`src/rtl/vector_reg_pkg.sv`:
```
// rtl/vector_reg_pkg.sv - shared state type and index-width helper for the vector register
package vector_reg_pkg;

  typedef enum logic [1:0] {IDLE, FILL, DRAIN} vreg_state_t;

  function automatic int index_width(input int n);
    return (n > 1) ? $clog2(n) : 1;
  endfunction

endpackage

```
`src/rtl/vreg_index_counter.sv`:
```
// rtl/vreg_index_counter.sv - element counter that wraps at LENGTH-1 and flags the last element
module vreg_index_counter
  import vector_reg_pkg::*;
#(
  parameter int LENGTH = 5,
  parameter int WIDTH  = index_width(LENGTH)
) (
  input  logic             clk,
  input  logic             rst_n,
  input  logic             clear,
  input  logic             inc,
  output logic [WIDTH-1:0] count,
  output logic             last
);

  assign last = (count == WIDTH'(LENGTH - 1));

  // clear beats inc so an abort on a handshake cycle still lands on zero
  always_ff @(posedge clk or negedge rst_n) begin
    if (!rst_n) begin
      count <= '0;
    end else if (clear) begin
      count <= '0;
    end else if (inc) begin
      count <= last ? '0 : count + WIDTH'(1);
    end
  end

endmodule

```
`src/rtl/vector_reg_stream_slice.sv`:
```
// rtl/vector_reg_stream_slice.sv - vector register with parallel load, indexed write,
// streaming fill/drain and combinational slice read
module vector_reg_stream_slice
  import vector_reg_pkg::*;
#(
  parameter  int SCALAR_BITS = 32,
  parameter  int LENGTH      = 5,
  localparam int INDEX_WIDTH = index_width(LENGTH),
  localparam int SIZE_BITS   = LENGTH * SCALAR_BITS
) (
  input  logic                   clk,
  input  logic                   rst_n,
  input  logic                   load,
  input  logic [SIZE_BITS-1:0]   in,
  output logic [SIZE_BITS-1:0]   out,
  input  logic                   write_en,
  input  logic [INDEX_WIDTH-1:0] write_index,
  input  logic [SCALAR_BITS-1:0] write_data,
  input  logic [INDEX_WIDTH-1:0] read_index,
  output logic [SCALAR_BITS-1:0] slice_out,
  input  logic                   fill_start,
  input  logic                   drain_start,
  input  logic                   abort,
  input  logic                   s_valid,
  input  logic [SCALAR_BITS-1:0] s_data,
  output logic                   s_ready,
  output logic                   m_valid,
  output logic [SCALAR_BITS-1:0] m_data,
  input  logic                   m_ready,
  output logic                   busy,
  output logic                   fill_done,
  output logic                   drain_done
);

  vreg_state_t            state_q, state_d;
  logic [SIZE_BITS-1:0]   data_q, data_d;
  logic [INDEX_WIDTH-1:0] count;
  logic                   last;
  logic                   cnt_clear, cnt_inc;
  logic                   fill_done_d, drain_done_d;
  logic                   fill_hs, drain_hs;

  vreg_index_counter #(
    .LENGTH (LENGTH),
    .WIDTH  (INDEX_WIDTH)
  ) u_counter (
    .clk   (clk),
    .rst_n (rst_n),
    .clear (cnt_clear),
    .inc   (cnt_inc),
    .count (count),
    .last  (last)
  );

  assign s_ready  = (state_q == FILL);
  assign m_valid  = (state_q == DRAIN);
  assign busy     = (state_q != IDLE);
  assign fill_hs  = s_ready & s_valid;
  assign drain_hs = m_valid & m_ready;
  assign out      = data_q;
  assign m_data   = data_q[32'(count) * SCALAR_BITS +: SCALAR_BITS];

  always_comb begin
    slice_out = '0;
    if (32'(read_index) < LENGTH) begin
      slice_out = data_q[32'(read_index) * SCALAR_BITS +: SCALAR_BITS];
    end
  end

  always_comb begin
    state_d      = state_q;
    data_d       = data_q;
    cnt_clear    = 1'b0;
    cnt_inc      = 1'b0;
    fill_done_d  = 1'b0;
    drain_done_d = 1'b0;
    case (state_q)
      IDLE: begin
        if (load) begin
          data_d = in;
        end
        // applied after the load so the scalar overrides that element of in
        if (write_en && (32'(write_index) < LENGTH)) begin
          data_d[32'(write_index) * SCALAR_BITS +: SCALAR_BITS] = write_data;
        end
        if (fill_start) begin
          state_d   = FILL;
          cnt_clear = 1'b1;
        end else if (drain_start) begin
          state_d   = DRAIN;
          cnt_clear = 1'b1;
        end
      end
      FILL: begin
        if (fill_hs) begin
          data_d[32'(count) * SCALAR_BITS +: SCALAR_BITS] = s_data;
          cnt_inc = 1'b1;
          if (last) begin
            state_d     = IDLE;
            fill_done_d = !abort;
          end
        end
        if (abort) begin
          state_d   = IDLE;
          cnt_clear = 1'b1;
        end
      end
      DRAIN: begin
        if (drain_hs) begin
          cnt_inc = 1'b1;
          if (last) begin
            state_d      = IDLE;
            drain_done_d = !abort;
          end
        end
        if (abort) begin
          state_d   = IDLE;
          cnt_clear = 1'b1;
        end
      end
      default: begin
        state_d = IDLE;
      end
    endcase
  end

  always_ff @(posedge clk or negedge rst_n) begin
    if (!rst_n) begin
      state_q    <= IDLE;
      data_q     <= '0;
      fill_done  <= 1'b0;
      drain_done <= 1'b0;
    end else begin
      state_q    <= state_d;
      data_q     <= data_d;
      fill_done  <= fill_done_d;
      drain_done <= drain_done_d;
    end
  end

endmodule

```
`config.mk`:
```
export PLATFORM = sky130hd
export DESIGN_NAME = vector_reg_stream_slice
export DESIGN_NICKNAME = d
export VERILOG_FILES = /design/src/rtl/vector_reg_pkg.sv /design/src/rtl/vreg_index_counter.sv /design/src/rtl/vector_reg_stream_slice.sv
export SDC_FILE = /design/constraint.sdc
export NUM_CORES = 1
export LEC_CHECK = 0
export CELL_PAD_IN_SITES_DETAIL_PLACEMENT = 1
export CELL_PAD_IN_SITES_GLOBAL_PLACEMENT = 1
export CORE_MARGIN = 3
export CORE_UTILIZATION = 31
export DETAILED_ROUTE_END_ITERATION = 8
export PLACE_DENSITY = 0.82
export SLEW_MARGIN = 25
export SYNTH_ARGS = -nofsm -noshare
export SYNTH_HDL_FRONTEND = slang
export SYNTH_SLANG_ARGS = --single-unit
```
`constraint.sdc`:
```
create_clock -name clk -period 3 [get_ports clk]
set_input_delay 0.45 -clock clk [delete_from_list [all_inputs] [get_ports clk]]
set_output_delay 0.45 -clock clk [all_outputs]
set_load 0.01 [all_outputs]
```
# Word level (Yosys, flattened, before mapping)
# Cells that the tools add are included.
# totals
in_bits,239
wordCells,65
ff_bits,167
latch_bits,0
mem_bits_rw,0
out_inout_bits,229
rom_bits,0
n_memories,0
# op_classes
n_addsub,3
n_reduce_logical,9
multipliers,0
n_eq_ne,7
magnitude_cmp,2
n_div,0
n_bitwise,2
n_shift,6
mux,31
# ops
op,n
160-bit two-way mux,4
160-bit bitwise mux,2
160-bit case mux with 2 select lines,1
32-bit by 34-bit variable shift with 160-bit output (first input constant),2
160-bit by 9-bit indexed part select with 32-bit output,2
32-bit by 34-bit indexed part select with 160-bit output,2
8-bit negator with 34-bit output,2
32-bit two-way mux,1
2-bit two-way mux,7
1-bit two-way mux,10
3-bit two-way mux,3
3-bit < comparator (second input constant),2
3-bit by 2-bit inequality test with 1-bit output (second input constant),2
2-bit case mux with 3 select lines,1
2-bit nonzero test,3
1-bit case mux with 2 select lines,2
3-bit by 1-bit adder with 3-bit output (second input constant),1
3-bit equality test (second input constant),1
3-bit inequality test (second input constant),1
3-bit AND reduction,1
1-bit bitwise AND,2
2-bit by 1-bit equality test with 1-bit output (second input constant),1
2-bit equality test (second input constant),1
2-bit zero test,1
other kinds (5),5

# Longest topological paths before layout
# logic_depth
depth_word,6
depth_mapped,11
ltp_nobuf,7

# Cells and area by module
# Synthesis repeated with hierarchy kept, for this count alone.
# unflattened
hier_cells,1489
hier_area_um2,13535.5
# by_module_without_submodules
module,cells_each,seq_area_each_um2,area_per_inst_um2,n_inst
vector_reg_stream_slice,1472,4103.9,13365.3,1
vreg_index_counter,17,75.1,170.2,1

# Worst setup path before layout
# Ideal clock, no wire load.
# synth_path
path_kind,register to register
startpoint,register u_counter.count[1]
endpoint,register data_q[10] (netlist: out[10])
arrival_time_ps,2992
n_path_buf,3
path_stages_with_launch,11
synth_period_minus_slack_ps,3074
required_time_ps,2918
slack_ps,-74
path_cell_list,dfrtp_1 > clkbuf_1 > buf_1 > inv_1 > ha_1 > ha_1 > or3b_2 > o31ai_4 > clkbuf_1 > nor2_1 > a31oi_1
# synth_between
elab_chain_cells,5
# synth_lines
element,line,text
start: declaration,vreg_index_counter.sv:12,"output logic [WIDTH-1:0] count,"
start signal: assignment,vreg_index_counter.sv:25,count <= last ? '0 : count + WIDTH'(1);
8-bit negator with 34-bit output (*),vector_reg_stream_slice.sv:96,data_d[32'(count) * SCALAR_BITS +: SCALAR_BITS] = s_data;
32-bit by 34-bit indexed part select with 160-bit output / 32-bit by 34-bit variable shift with 160-bit output (equally long branches),vector_reg_stream_slice.sv:96,
160-bit bitwise mux (*),vector_reg_stream_slice.sv:96,
160-bit two-way mux (*),vector_reg_stream_slice.sv:95,if (fill_hs) begin
160-bit case mux with 2 select lines (*),vector_reg_stream_slice.sv:77,case (state_q)
end signal: assignment,vector_reg_stream_slice.sv:135,data_q <= data_d;
end: declaration,vector_reg_stream_slice.sv:36,"logic [SIZE_BITS-1:0] data_q, data_d;"
# Every way passes the cells marked *; elsewhere a longest branch is shown, timed or not. The select of a mux whose other input is x is not followed.
# A chain may end at the register's enable or synchronous reset.

# Worst setup path after layout
# layout_path
startpoint,register u_counter.count[0]
endpoint,output port m_data[18]
# layout_between
elab_chain_cells,1
# layout_lines
element,line,text
160-bit by 9-bit indexed part select with 32-bit output,vector_reg_stream_slice.sv:61,assign m_data = data_q[32'(count) * SCALAR_BITS +: SCALAR_BITS];
end: declaration,vector_reg_stream_slice.sv:28,"output logic [SCALAR_BITS-1:0] m_data,"
# No other way between the ends.

==> qor.txt <==
RSZ-0062 raised after global routing = yes
Syn nets = 1796
Crit path cell chain = buf_12, nor3_2, buf_4, a22o_1, clkdlybuf4s50_1
Setup Buffers After CTS = 0
Fraction of the mapped netlist area in simple logic gates = 12.6%
Syn-to-layout area delta = 46.9%
Setup TNS = 0 ns
Endpoints failing hold = 0
Rows = 76
Final period util = 98.2%
Crit-path max cell delay = 0.55 ns
Final net count = 2204
Num CTS Buffers = 17
Clock root buffer = clkbuf_16
First-pass DRT Iterations = 5
Number of H-tree levels = 4
Gate Count Post-Synth = 1542
Pwr dens = 1020 nW/µm²
HP Class = primary input to asynchronous set/reset pin
CTS tree = built
Overall Global Routing Usage = 31.6%
WL per Instance = 29.9 µm
Layout Skew = 0.00825 ns
Largest net degree at the start of global routing = 65
Residual DRC = 0
Number of global-route vias before repair = 17500
Share of layout cells above drive strength 1 = 13.3%
Xor/xnor cell area share of the yosys netlist = 0.0640%
Final Setup Violations = 0
Post-synthesis adder-cell area fraction = 1.37%
Pre-CTS setup slack = -0.256 ns
Leak pwr = 7.84 nW
Max_cap viols = 0
GPL Wtd Cong = 0.858
HPWL Detailed = 54000 µm
Initial antenna violation count = 7
WHS = 0.0193 ns
Clk sink count = 167
Core area = 43400 µm²
Final cell count without fillers = 2555
Final WL = 76400 µm
Synth Flop Type = dfrtp_1
Min cycle time layout = 2.95 ns
Via count = 16300
Number of warnings issued by yosys = 0
Grt total ovfl = 0
Syn_area_per_cell = 8.87 µm²
Max VDD drop = 725 µV
Post-synthesis sequential area ratio = 30.5%
Worst-Skew Late Latency = 0.45 ns
Starting Density = 31.6%
Status = completed
Pins over their slew limit = 0
Max Freq = 339 MHz
Routed Antenna Nets = 0
Reg clk slew, reported paths = 0.07 ns
Crit-path max FO = 23
Die extent in x = 216 µm
Placed Cells = 2516
Number of flops mapped to enable cells by yosys = 0
Worst-margin pin slew = 1.08 ns
I/O Pins = 468
Critical path class = flop to output port
Die Span Y = 216 µm
FFs w/ async S/R, synth = 100%
Fraction of the mapped netlist area in compound gates = 25.2%
Clock buffer depth = 2
Mux contribution to synthesized area = 24.9%
Synth cell types = 61
Crit. End Element = output port
WP data arrival = 2.50 ns
Startpoint Class = flop
Rel. slew slack = 28.1%
# port buffers = 467
Vias per inst = 6.39
Worst setup margin = 0.0530 ns
CP Data Required Time = 2.55 ns
Synthesized cell area = 13700 µm²
Main combinational cell family by area after synthesis = compound AO/OA/AOI/OAI gates
Iter 0 DRT Violations = 1559
Total die area = 46700 µm²
Synthesized flop and latch total = 167
First-pass GRT wire length = 113000 µm
Slowest stage cell, crit path = clkdlybuf4s50_1
-- cell type report --
| class | count | area, µm² |
|---|---|---|
| Tap cell | 585 | 732 |
| Clock buffer | 19 | 443 |
| Sequential cell | 167 | 4180 |
| Clock inverter | 13 | 121 |
| Timing Repair Buffer | 557 | 5600 |
| Inverter | 14 | 52.6 |
| Multi-Input combinational cell | 1193 | 8960 |
| Antenna cell | 7 | 17.5 |
| Fill cell | 5009 | 23300 |
-- logic make-up (layout without fill, tap and decap cells) --
family	after synthesis	count (layout)
xor gates and xnor gates	1	1
DFF	167	167
other	0	7
adders and majority gates	15	15
muxes	288	288
buffers and inverters	182	603
AOI/OAI and AO/OA	503	503
and+or+nand+nor	386	386
-- layer usage --
| layer | part of all wire [%] | routed length (µm) | GRT usage (%) |
|---|---|---|---|
| met5 | 0 | 0 | 0 |
| met1 | 39 | 29400 | 38.8 |
| met3 | 8.7 | 6640 | 7.00 |
| met4 | 4.8 | 3640 | 14.9 |
| met2 | 48 | 36700 | 53.0 |
-- stage by stage --
| stage | utilization (%) | area (µm²) | power [W] |
|---|---|---|---|
| global route | 46.4 | 20100 | 0.0216 |
| CTS | 46.3 | 20100 | 0.0203 |
| global placement | 45.0 | 19500 | 0.0174 |
| finish | 46.4 | 20100 | 0.0205 |
| floorplan | - | 13700 | 0.0115 |
| detailed placement | 45.0 | 19500 | 0.0180 |
-- state kept, by name (all words and copies together) (netlist names) --
signal	cells
out	160
drain_done	1
state_q	2
fill_done	1
u_counter.count	3
-- synthesized netlist by cell type, drive strengths merged (3+ instances only) --
master / n / area share, %
nand4: 13 / 0.59
nor2: 138 / 3.8
and3b: 3 / 0.19
inv: 13 / 0.36
ha: 15 / 1.4
nand3: 24 / 0.88
nand2: 138 / 3.8
a31oi: 125 / 5.7
dfrtp: 167 / 31
nor3: 37 / 1.4
buf: 31 / 1.2
nor4: 3 / 0.18
mux4: 32 / 5.3
a21oi: 73 / 2.7
a211o: 31 / 2.0
a311oi: 32 / 2.0
a21o: 6 / 0.33
o21ai: 69 / 2.5
clkbuf: 137 / 3.8
o22ai: 33 / 1.5
or3: 5 / 0.23
mux2i: 162 / 12
a221o: 27 / 2.0
mux2: 94 / 7.7
a41oi: 3 / 0.19
nand2b: 6 / 0.27
a22o: 33 / 2.1
a22oi: 61 / 3.3
o31ai: 4 / 0.39
-- cells in the final DEF, fill, tap and decap left out, drive strengths merged, types with 3 or more instances in the layout --
cell / instances
a21oi: 73
nor3: 37
a31oi: 125
nand2: 138
mux2: 94
dfrtp: 167
a221o: 27
a21o: 6
inv: 18
o22ai: 33
clkinv: 6
a311oi: 32
o21ai: 69
buf: 94
diode: 7
ha: 15
or3: 5
nand4: 13
o31ai: 4
mux2i: 162
clkbuf: 20
nand2b: 6
a22o: 33
nand3: 24
a41oi: 3
clkdlybuf4s50: 462
nor4: 3
a22oi: 61
mux4: 32
a211o: 31
nor2: 138
and3b: 3
-- worst paths after layout --
path                                     from         end  slack (ns)  depth (start not counted)
setup / recovery           u_counter.count[0]  m_data[18]        0.05                          5
hold reg to reg                      out[136]    out[136]        0.61                          2
min in group clk                     out[136]    out[136]        0.61                          2
hold / removal                          rst_n     out[99]        0.02                          1
setup reg to reg           u_counter.count[1]     out[58]        0.14                          7
max in group asynchronous               rst_n     out[90]        2.24                          2
-- where the power goes --
| group | leakage, nW | switching [W] | internal, W | total, W |
|---|---|---|---|---|
| Sequential | 1.98 | 0.00189 | 0.00344 | 0.00533 |
| Clock | 0.275 | 0.00106 | 0.00118 | 0.00224 |
| Combinational | 5.59 | 0.00649 | 0.00643 | 0.0129 |
-- critical path, delay by kind of cell (launching register included) --
family                 cells  cell delay (ns)
DFF                        1             0.50
buffers and inverters      3             1.11
and+or+nand+nor            1             0.20
AOI/OAI and AO/OA          1             0.23
-- repair_timing --
item | in CTS | in global routing
resized for setup | 1 | 1
pin swaps | 0 | 0
endpoints found under the hold margin | 0 | 0
hold buffers | 0 | 0
setup endpoints to repair | 16 | 16
(Power assumes the default switching activity.)
